[config.mk]
export PLATFORM = sky130hd
export DESIGN_NAME = seven_segment_scan
export DESIGN_NICKNAME = d
export VERILOG_FILES = /design/src/rtl/seven_segment_scan.sv
export SDC_FILE = /design/constraint.sdc
export NUM_CORES = 1
export LEC_CHECK = 0
export BUFFER_PORTS_ARGS = -buffer_cell sky130_fd_sc_hd__buf_2
export CORE_MARGIN = 2
export CORE_UTILIZATION = 35
export DETAILED_ROUTE_END_ITERATION = 12
export MAX_ROUTING_LAYER = met4
export SETUP_SLACK_MARGIN = 0.15
export SYNTH_ARGS = -nofsm -noshare
export SYNTH_HDL_FRONTEND = slang
export SYNTH_SLANG_ARGS = --single-unit
[constraint.sdc]
create_clock -name clk -period 1.51 [get_ports clk]
set_input_delay 0.151 -clock clk [delete_from_list [all_inputs] [get_ports clk]]
set_output_delay 0.151 -clock clk [all_outputs]
set_load 0.005 [all_outputs]
[src/rtl/seven_segment_scan.sv]
// seven_segment_scan: double-dabble binary-to-BCD converter driving a time-multiplexed seven-segment display
module seven_segment_scan #(
  parameter int WIDTH         = 5,
  parameter int DIGITS        = 2,
  parameter int SCAN_DIV      = 4,
  parameter int BLANK_LEADING = 1
) (
  input  logic              clk,
  input  logic              reset,
  input  logic [WIDTH-1:0]  number,
  input  logic              load,
  output logic              busy,
  output logic              done,
  output logic              overflow,
  output logic [DIGITS-1:0] digit_en,
  output logic [6:0]        segments
);
  localparam int BW = 4 * DIGITS;
  localparam int CW = $clog2(WIDTH + 1);
  localparam int SW = SCAN_DIV > 1 ? $clog2(SCAN_DIV) : 1;
  localparam int IW = DIGITS > 1 ? $clog2(DIGITS) : 1;
  localparam logic [31:0] MAX_VAL = 32'(10 ** DIGITS - 1);
  typedef enum logic [1:0] {IDLE, SHIFT, COMMIT} state_t;
  state_t            state_q, state_d;
  logic [WIDTH-1:0]  bin_q, bin_d;
  logic [BW-1:0]     bcd_q, bcd_d, bcd_adj;
  logic [CW-1:0]     cnt_q, cnt_d;
  logic              ovf_next_q, ovf_next_d;
  logic [BW-1:0]     disp_q, disp_d;
  logic              overflow_q, overflow_d;
  logic              done_q, done_d;
  logic [SW-1:0]     scan_cnt_q, scan_cnt_d;
  logic [IW-1:0]     scan_idx_q, scan_idx_d;
  logic [DIGITS-1:0] digit_en_q, digit_en_d;
  logic [6:0]        segments_q, segments_d;
  logic [DIGITS-1:0] blank;
  logic              zero_run, blank_sel, wrap;
  logic [3:0]        nib;
  function automatic logic [6:0] seg7(input logic [3:0] d);
    case (d)
      4'd0: seg7 = 7'b0111111;
      4'd1: seg7 = 7'b0000110;
      4'd2: seg7 = 7'b1011011;
      4'd3: seg7 = 7'b1001111;
      4'd4: seg7 = 7'b1100110;
      4'd5: seg7 = 7'b1101101;
      4'd6: seg7 = 7'b1111101;
      4'd7: seg7 = 7'b0000111;
      4'd8: seg7 = 7'b1111111;
      4'd9: seg7 = 7'b1101111;
      default: seg7 = 7'b0000000;
    endcase
  endfunction
  always_comb begin
    state_d    = state_q;
    bin_d      = bin_q;
    bcd_d      = bcd_q;
    cnt_d      = cnt_q;
    ovf_next_d = ovf_next_q;
    disp_d     = disp_q;
    overflow_d = overflow_q;
    done_d     = 1'b0;
    bcd_adj    = bcd_q;
    for (int i = 0; i < DIGITS; i++)
      bcd_adj[4*i +: 4] = bcd_q[4*i +: 4] >= 4'd5 ? bcd_q[4*i +: 4] + 4'd3 : bcd_q[4*i +: 4];
    case (state_q)
      IDLE: if (load) begin
        state_d    = SHIFT;
        bin_d      = number;
        bcd_d      = '0;
        cnt_d      = '0;
        ovf_next_d = 32'(number) > MAX_VAL;
      end
      SHIFT: begin
        bcd_d = {bcd_adj[BW-2:0], bin_q[WIDTH-1]};
        bin_d = bin_q << 1;
        cnt_d = cnt_q + 1'b1;
        if (cnt_q == CW'(WIDTH - 1)) state_d = COMMIT;
      end
      COMMIT: begin
        state_d    = IDLE;
        disp_d     = ovf_next_q ? '0 : bcd_q;
        overflow_d = ovf_next_q;
        done_d     = 1'b1;
      end
      default: state_d = IDLE;
    endcase
  end
  // A digit above the ones is blank when it and every digit above it are zero.
  always_comb begin
    zero_run   = 1'b1;
    blank      = '0;
    nib        = '0;
    blank_sel  = 1'b0;
    digit_en_d = '0;
    for (int i = DIGITS - 1; i >= 0; i--) begin
      zero_run = zero_run & (disp_q[4*i +: 4] == 4'd0);
      blank[i] = (BLANK_LEADING != 0) && (i > 0) && zero_run;
    end
    for (int i = 0; i < DIGITS; i++) begin
      digit_en_d[i] = scan_idx_q == IW'(i);
      if (scan_idx_q == IW'(i)) begin
        nib       = disp_q[4*i +: 4];
        blank_sel = blank[i];
      end
    end
    wrap       = scan_cnt_q == SW'(SCAN_DIV - 1);
    scan_cnt_d = wrap ? '0 : scan_cnt_q + 1'b1;
    scan_idx_d = wrap ? (scan_idx_q == IW'(DIGITS - 1) ? '0 : scan_idx_q + 1'b1) : scan_idx_q;
    segments_d = overflow_q ? 7'b1000000 : blank_sel ? 7'b0000000 : seg7(nib);
  end
  always_ff @(posedge clk or posedge reset) begin
    if (reset) begin
      state_q    <= IDLE;
      bin_q      <= '0;
      bcd_q      <= '0;
      cnt_q      <= '0;
      ovf_next_q <= 1'b0;
      disp_q     <= '0;
      overflow_q <= 1'b0;
      done_q     <= 1'b0;
      scan_cnt_q <= '0;
      scan_idx_q <= '0;
      digit_en_q <= '0;
      segments_q <= '0;
    end else begin
      state_q    <= state_d;
      bin_q      <= bin_d;
      bcd_q      <= bcd_d;
      cnt_q      <= cnt_d;
      ovf_next_q <= ovf_next_d;
      disp_q     <= disp_d;
      overflow_q <= overflow_d;
      done_q     <= done_d;
      scan_cnt_q <= scan_cnt_d;
      scan_idx_q <= scan_idx_d;
      digit_en_q <= digit_en_d;
      segments_q <= segments_d;
    end
  end
  assign busy     = state_q != IDLE;
  assign done     = done_q;
  assign overflow = overflow_q;
  assign digit_en = digit_en_q;
  assign segments = segments_q;
endmodule

==> impl_metrics.tcl, run 1 <==
set metrics [dict create \
    result_of_the_run "completed" \
    drt_pre_antenna_iters 4 \
    hold-path-cell-count 5 \
    antenna-diode-count 0 \
    num_vias 1370 \
    hold_path_startpoint "number[0]" \
    capturing_point_of_the_worst_reg2reg_path "segments[1]" \
    cts_made_buffers 5 \
    layout_min_cycle_time_ns 1.43 \
    fp.coreArea_sq_um 5170 \
    timing.final.setup_violations 0 \
    min-delay-path-class "in -> reg" \
    power.share.sequential 0.373 \
    hold-path-endpoint "bin_q[0]" \
    arrival_ns 1.65 \
    total_power_mw 4.46 \
    ant_nets 0 \
    grt_max_degree 40 \
    crit_path_top_delay_cell "sky130_fd_sc_hd__dfrtp_2" \
    floorplan.die.width_microns 77.7 \
    dpl_cell_area_sq_um 2180 \
    share_clk_of_total_power 0.202 \
    detailed_route_iter0_violations 44 \
    finalWorstSetupSlack_ns 0.0766 \
    combinationalPowerShare 0.425 \
    max_stage_delay_ns 0.44 \
    drv_cap 0 \
    grt_pass1_vias 1313 \
    postLayoutCoreUtil 0.476 \
    most_common_library_cell_in_the_layout_ignoring_fill_and_taps "sky130_fd_sc_hd__dfrtp_1" \
    cp-end-kind "flip-flop" \
    adder_cell_share_of_the_synthesized_area 0.0856 \
    drive_gt1_frac 0.385 \
    hpwlAfterDp_microns 2360 \
    power_leakage_nw 1.15 \
    ff2ff_setup_slack_ns 0.08 \
    worstSetupStartpointType "flip-flop" \
    fp.dieArea_sq_um 6030 \
    ir_worst_vdd_mv 0.774 \
    drt-wirelength-per-cell_microns 12.2 \
    synth.avg_cell_area_sq_um 11.0 \
    clock_latency_ns 0.30 \
    clkTransAtPathRegs_ns 0.07 \
    routabilityCongestion 0.800 \
    synthToLayoutAreaGrowth_pct 29.6 \
    synthXorXnorAreaFrac 0.0184 \
    portion_of_the_clock_cycle_consumed_by_the_worst_path_in_the_final_layout 0.949 \
    grt_usage 0.132 \
    setup.worst_path.class "reg -> reg" \
    ys_seq_elements 39 \
    synthesis.nets 194 \
    required_ns 1.73 \
    powerDensity_nw_per_um2 1810 \
    place_ws_ns 0.0336 \
    clock-root-buffer "sky130_fd_sc_hd__clkbuf_8" \
    synthCells 173 \
    max_clock_freq_mhz 698 \
    fillers 485 \
    cts_max_path_buffers 2 \
    die_y_microns 77.7 \
    nNetsFinal 238 \
    grt_first_pass_wirelength_microns 6020 \
    path_cells "mux2i_4 -> buf_4 -> ha_4 -> inv_2 -> o21ai_1 -> a21oi_1" \
    p_sw_frac 0.348 \
    row_count 26 \
    yosysSeqAreaShare 0.514 \
    power.internal_mw 2.91 \
    crit_family "flip-flops" \
    grt-ovfl-total 0 \
    main_combinational_cell_family_by_area_after_synthesis "simple AND/OR/NAND/NOR gates" \
    r2r_start "scan_idx_q" \
    synth_mux_area_frac 0.0889 \
    simple_gate_area_share_of_the_yosys_netlist 0.127 \
    clock_tree_from_tritoncts "yes" \
    grt_antenna_before_repair 0 \
    netSwitchingPower_mw 1.55 \
    io_buffer_count 18 \
    drc 0 \
    hold_violations 0 \
    clk_sinks 39 \
    yosys_warnings 0 \
    timing.critical_path.buf_inv 2 \
    ff2ff_path_depth 6 \
    rsz0062_at_grt "yes" \
    synth_compound_area_frac 0.117 \
    fin_worst_skew_ns 0.00802 \
    accumulated_negative_setup_slack_ns 0 \
    avgViaCountPerCell 4.76 \
    num_io_pins 20 \
    htree_num_levels 2 \
    synth.cell_area_sq_um 1900 \
    floorplan.initialDensity 0.367 \
    final_design_area_no_fill_sq_um 2460 \
    netlist-cell-type-count 38 \
    crit_path_max_fanout 5 \
    layout_common_cells "sky130_fd_sc_hd__dfrtp_1, sky130_fd_sc_hd__buf_4, sky130_fd_sc_hd__nand2_1, sky130_fd_sc_hd__buf_2, sky130_fd_sc_hd__o21ai_0" \
    final-max-slew-violation-count 0 \
    routed_wl_microns 3510 \
]
[flip-flops by register name, indices dropped and copies added, names as in the netlist, 2 cells and up]
| signal | count |
|---|---|
| bcd_q | 8 |
| bin_q | 5 |
| cnt_q | 3 |
| digit_en | 2 |
| disp_q | 8 |
| scan_cnt_q | 2 |
| segments | 7 |
| state_q | 2 |
[stage by stage]
step / instances / hold WS, ns
floorplan: 173 / 0.356
global placement: 269 / 0.294
detailed placement: 269 / 0.304
CTS: 284 / 0.234
global route: 288 / 0.297
finish: 288 / 0.241
[metal layers]
| layer | vias up | GRT usage | routed length (microns) |
|---|---|---|---|
| met5 | - | - | 0 |
| met4 | 0 | 0.0643 | 75 |
| met3 | 8 | 0.0419 | 131 |
| met2 | 23 | 0.206 | 1690 |
| met1 | 661 | 0.155 | 1610 |
| li1 | 678 | - | - |
[tightest hold or removal path, cell delays in order]
cell                      delay (ns)
sky130_fd_sc_hd__buf_2          0.09
sky130_fd_sc_hd__nand2_1        0.04
sky130_fd_sc_hd__nor2_1         0.03
sky130_fd_sc_hd__a21oi_1        0.09
sky130_fd_sc_hd__o21ai_0        0.07
[layout make-up]
| class | instances | area [sq um] | share of cell area |
|---|---|---|---|
| flip-flops and latches | 39 | 980 | 0.398 |
| multi-input cells | 114 | 921 | 0.374 |
| repair buffers | 45 | 309 | 0.126 |
| well taps | 70 | 87.6 | 0.0356 |
| clock buffers | 6 | 82.6 | 0.0335 |
| inverters | 12 | 47.5 | 0.0193 |
| clock inverters | 2 | 35.0 | 0.0142 |
[cell families after synthesis]
logic type      count (synthesis)
simple gates                   45
flops                          39
compound gates                 37
buf+inv                        20
mux                            14
fa+ha+maj                      13
xor+xnor                        4
other cells                     1
[worst max-delay path by stage]
stage	cells after the start	start	end	slack [ns]
finish	6	scan_idx_q	segments[1]	0.08
global route	5	scan_idx_q	segments[3]	-0.04
CTS	5	scan_idx_q	segments[0]	0.09
detailed placement	5	scan_idx_q	segments[0]	0.03
global placement	5	scan_idx_q	segments[0]	0.06
floorplan	7	scan_idx_q	segments[1]	0.09
[cell usage after synthesis]
cell type                  instances  area share
sky130_fd_sc_hd__o21bai_1          1      0.0040
sky130_fd_sc_hd__mux2i_4           1       0.012
sky130_fd_sc_hd__nand3_1           4       0.011
sky130_fd_sc_hd__o21ai_0          11       0.029
sky130_fd_sc_hd__inv_1            12       0.024
sky130_fd_sc_hd__a22o_1            2      0.0092
sky130_fd_sc_hd__nand2_1          17       0.034
sky130_fd_sc_hd__conb_1            1      0.0020
sky130_fd_sc_hd__mux2_4            1      0.0079
sky130_fd_sc_hd__o311ai_1          2      0.0092
sky130_fd_sc_hd__nor3b_1           5       0.020
sky130_fd_sc_hd__a31oi_1           1      0.0033
sky130_fd_sc_hd__ha_1             13       0.086
sky130_fd_sc_hd__o32ai_2           1      0.0086
sky130_fd_sc_hd__nor4b_4           1       0.013
sky130_fd_sc_hd__xor2_1            2      0.0092
sky130_fd_sc_hd__or2_2             1      0.0033
sky130_fd_sc_hd__mux2_1            5       0.030
sky130_fd_sc_hd__mux2_2            4       0.024
sky130_fd_sc_hd__nor3_1            2      0.0053
sky130_fd_sc_hd__nand2b_1          3      0.0099
sky130_fd_sc_hd__xnor2_1           2      0.0092
sky130_fd_sc_hd__mux2i_1           3       0.016
sky130_fd_sc_hd__o21ai_1           6       0.016
sky130_fd_sc_hd__nor2b_1           2      0.0066
sky130_fd_sc_hd__nor2_1            6       0.012
sky130_fd_sc_hd__a21oi_1          10       0.026
sky130_fd_sc_hd__a22oi_1           2      0.0079
sky130_fd_sc_hd__nand2_2           1      0.0033
sky130_fd_sc_hd__buf_4             1      0.0040
sky130_fd_sc_hd__buf_6             1      0.0059
sky130_fd_sc_hd__nand3b_1          1      0.0040
sky130_fd_sc_hd__dfrtp_1          39        0.51
sky130_fd_sc_hd__o22ai_1           1      0.0033
sky130_fd_sc_hd__and3_1            1      0.0033
sky130_fd_sc_hd__buf_2             3      0.0079
sky130_fd_sc_hd__clkbuf_1          3      0.0059
sky130_fd_sc_hd__nor2_2            1      0.0033
[power groups by stage]
stage / registers, mW / clock network [mW] / logic, mW
5_1_grt: 1.72 / 0.987 / 2.14
3_3_place_gp: 1.67 / 0 / 1.56
6_report: 1.66 / 0.902 / 1.90
2_1_floorplan: 1.62 / 0 / 1.13
4_1_cts: 1.65 / 0.936 / 1.71
3_5_place_dp: 1.67 / 0 / 1.59
[what timing repair did]
action	CTS	global route
endpoints found under the setup margin	10	17
pin swaps	3	5
buffers inserted	6	4
hold buffers	1	0
endpoints found under the hold margin	39	0
gates resized for setup	7	16
(Power assumes the default switching activity.)
==> inputs of run 2 (changes only) <==
==> constraint.sdc (replaced) <==
create_clock -name clk -period 1.51 [get_ports clk]
set_input_delay 0.151 -clock clk [delete_from_list [all_inputs] [get_ports clk]]
set_output_delay 0.151 -clock clk [all_outputs]
set_load 0.02 [all_outputs]
==> run 2 against run 1 <==
Effect of this change:
- register-to-register slack is essentially flat
- wire length is 0.48% lower
- global-route usage down 0.051 points
- fmax stayed put
- final cell count decreased by 0.35%
- critical path type unchanged
- largest cell class unchanged
==> impl_metrics.tcl, run 2 (synthesis results as in run 1) <==
set metrics [dict create \
    num_vias 1365 \
    setup.worst_path.class "reg -> reg" \
    ant_nets 0 \
    floorplan.die.width_microns 77.7 \
    ff2ff_path_depth 6 \
    hold_path_startpoint "number[0]" \
    routabilityCongestion 0.800 \
    grt-ovfl-total 0 \
    clock_tree_from_tritoncts "yes" \
    share_clk_of_total_power 0.198 \
    clkTransAtPathRegs_ns 0.07 \
    portion_of_the_clock_cycle_consumed_by_the_worst_path_in_the_final_layout 0.949 \
    grt_antenna_before_repair 0 \
    clock_latency_ns 0.30 \
    final-max-slew-violation-count 0 \
    hold-path-endpoint "bin_q[0]" \
    dpl_cell_area_sq_um 2180 \
    placed_cells_incl_taps 269 \
    fp.coreArea_sq_um 5170 \
    num_io_pins 20 \
    die_y_microns 77.7 \
    nNetsFinal 237 \
    power.internal_mw 2.90 \
    row_count 26 \
    clock-root-buffer "sky130_fd_sc_hd__clkbuf_8" \
    fp.dieArea_sq_um 6030 \
    drt_pre_antenna_iters 4 \
    min-delay-path-class "in -> reg" \
    register_area_sq_um 980 \
    capturing_point_of_the_worst_reg2reg_path "segments[1]" \
    drc 0 \
    ir_worst_vdd_mv 0.781 \
    drive_gt1_frac 0.382 \
    antenna-diode-count 0 \
    multiInputGateArea_sq_um 921 \
    avgViaCountPerCell 4.76 \
    postLayoutCoreUtil 0.475 \
    io_buffer_count 18 \
    grt_first_pass_wirelength_microns 6000 \
    netSwitchingPower_mw 1.64 \
    synthToLayoutAreaGrowth_pct 29.2 \
    result_of_the_run "completed" \
    final_design_area_no_fill_sq_um 2450 \
    powerDensity_nw_per_um2 1850 \
    whs_ns 0.246 \
    drt-wirelength-per-cell_microns 12.2 \
    finalWorstSetupSlack_ns 0.0766 \
    routed_wl_microns 3490 \
    total_power_mw 4.55 \
    grt_usage 0.132 \
    hold-path-cell-count 5 \
    fillers 485 \
    timing.final.setup_violations 0 \
    arrival_ns 1.65 \
    required_ns 1.73 \
    accumulated_negative_setup_slack_ns 0 \
    ff2ff_setup_slack_ns 0.08 \
    layout_min_cycle_time_ns 1.43 \
    power_leakage_nw 1.14 \
    layout_common_cells "sky130_fd_sc_hd__dfrtp_1, sky130_fd_sc_hd__buf_4, sky130_fd_sc_hd__nand2_1, sky130_fd_sc_hd__buf_2, sky130_fd_sc_hd__o21ai_0" \
    crit_path_max_fanout 5 \
    r2r_start "scan_idx_q" \
    detailed_route_iter0_violations 45 \
    most_common_library_cell_in_the_layout_ignoring_fill_and_taps "sky130_fd_sc_hd__dfrtp_1" \
    rsz0062_at_grt "yes" \
    hold_violations 0 \
    power.share.sequential 0.366 \
    cts_made_buffers 5 \
    hpwlAfterDp_microns 2360 \
    clk_sinks 39 \
    p_sw_frac 0.361 \
    grt_max_degree 40 \
    max_clock_freq_mhz 698 \
    grt_pass1_vias 1304 \
    floorplan.initialDensity 0.367 \
    htree_num_levels 2 \
    drv_cap 0 \
    cp-end-kind "flip-flop" \
    fin_cells 287 \
    fin_worst_skew_ns 0.00802 \
    place_ws_ns 0.0336 \
    combinationalPowerShare 0.436 \
    worstSetupStartpointType "flip-flop" \
    cts_max_path_buffers 2 \
]
[run 2: cell count changes in the layout (fill, tap and decap cells not counted), sizes merged]
cell,previous run,this run
buf,44,43
[run 2: area by class of cell]
type	instances	share of cell area
Multi-Input combinational cell	114	0.375
Sequential cell	39	0.399
Clock inverter	2	0.0143
Clock buffer	6	0.0336
Tap cell	70	0.0357
Timing Repair Buffer	44	0.123
Inverter	12	0.0194
[run 2: routing by layer]
| metal | share of wire | wire length, microns | global-route usage |
|---|---|---|---|
| met1 | 0.46 | 1620 | 0.156 |
| met3 | 0.038 | 131 | 0.0419 |
| met5 | 0 | 0 | - |
| met2 | 0.48 | 1670 | 0.203 |
| met4 | 0.021 | 75 | 0.0643 |
[run 2: worst max-delay path by stage]
stage / start / endpoint / slack (ns) / cells after the start
global route: scan_idx_q / segments[3] / -0.04 / 5
detailed placement: scan_idx_q / segments[0] / 0.03 / 5
finish: scan_idx_q / segments[1] / 0.08 / 6
floorplan: scan_idx_q / segments[1] / 0.09 / 7
CTS: scan_idx_q / segments[0] / 0.09 / 5
global placement: scan_idx_q / segments[0] / 0.06 / 5
[run 2: power groups by stage]
stage	Clock (mW)	Combinational (mW)	Sequential, mW
2_1_floorplan	0	1.15	1.70
3_3_place_gp	0	1.66	1.67
3_5_place_dp	0	1.69	1.67
4_1_cts	0.936	1.80	1.65
5_1_grt	0.987	2.23	1.72
6_report	0.901	1.98	1.66
[run 2: critical path: stages (launching register included)]
cell                      delay (ns)
sky130_fd_sc_hd__dfrtp_2        0.44
sky130_fd_sc_hd__mux2i_4        0.30
sky130_fd_sc_hd__buf_4          0.16
sky130_fd_sc_hd__ha_4           0.20
sky130_fd_sc_hd__inv_2          0.05
sky130_fd_sc_hd__o21ai_1        0.06
sky130_fd_sc_hd__a21oi_1        0.14
[run 2: what timing repair did]
item | 4_1_cts | 5_1_grt
pin swaps | 3 | 5
hold buffers | 1 | 0
setup endpoints to repair | 10 | 17
buffers inserted | 5 | 4
gates resized for setup | 8 | 16
hold endpoints to repair | 39 | 0
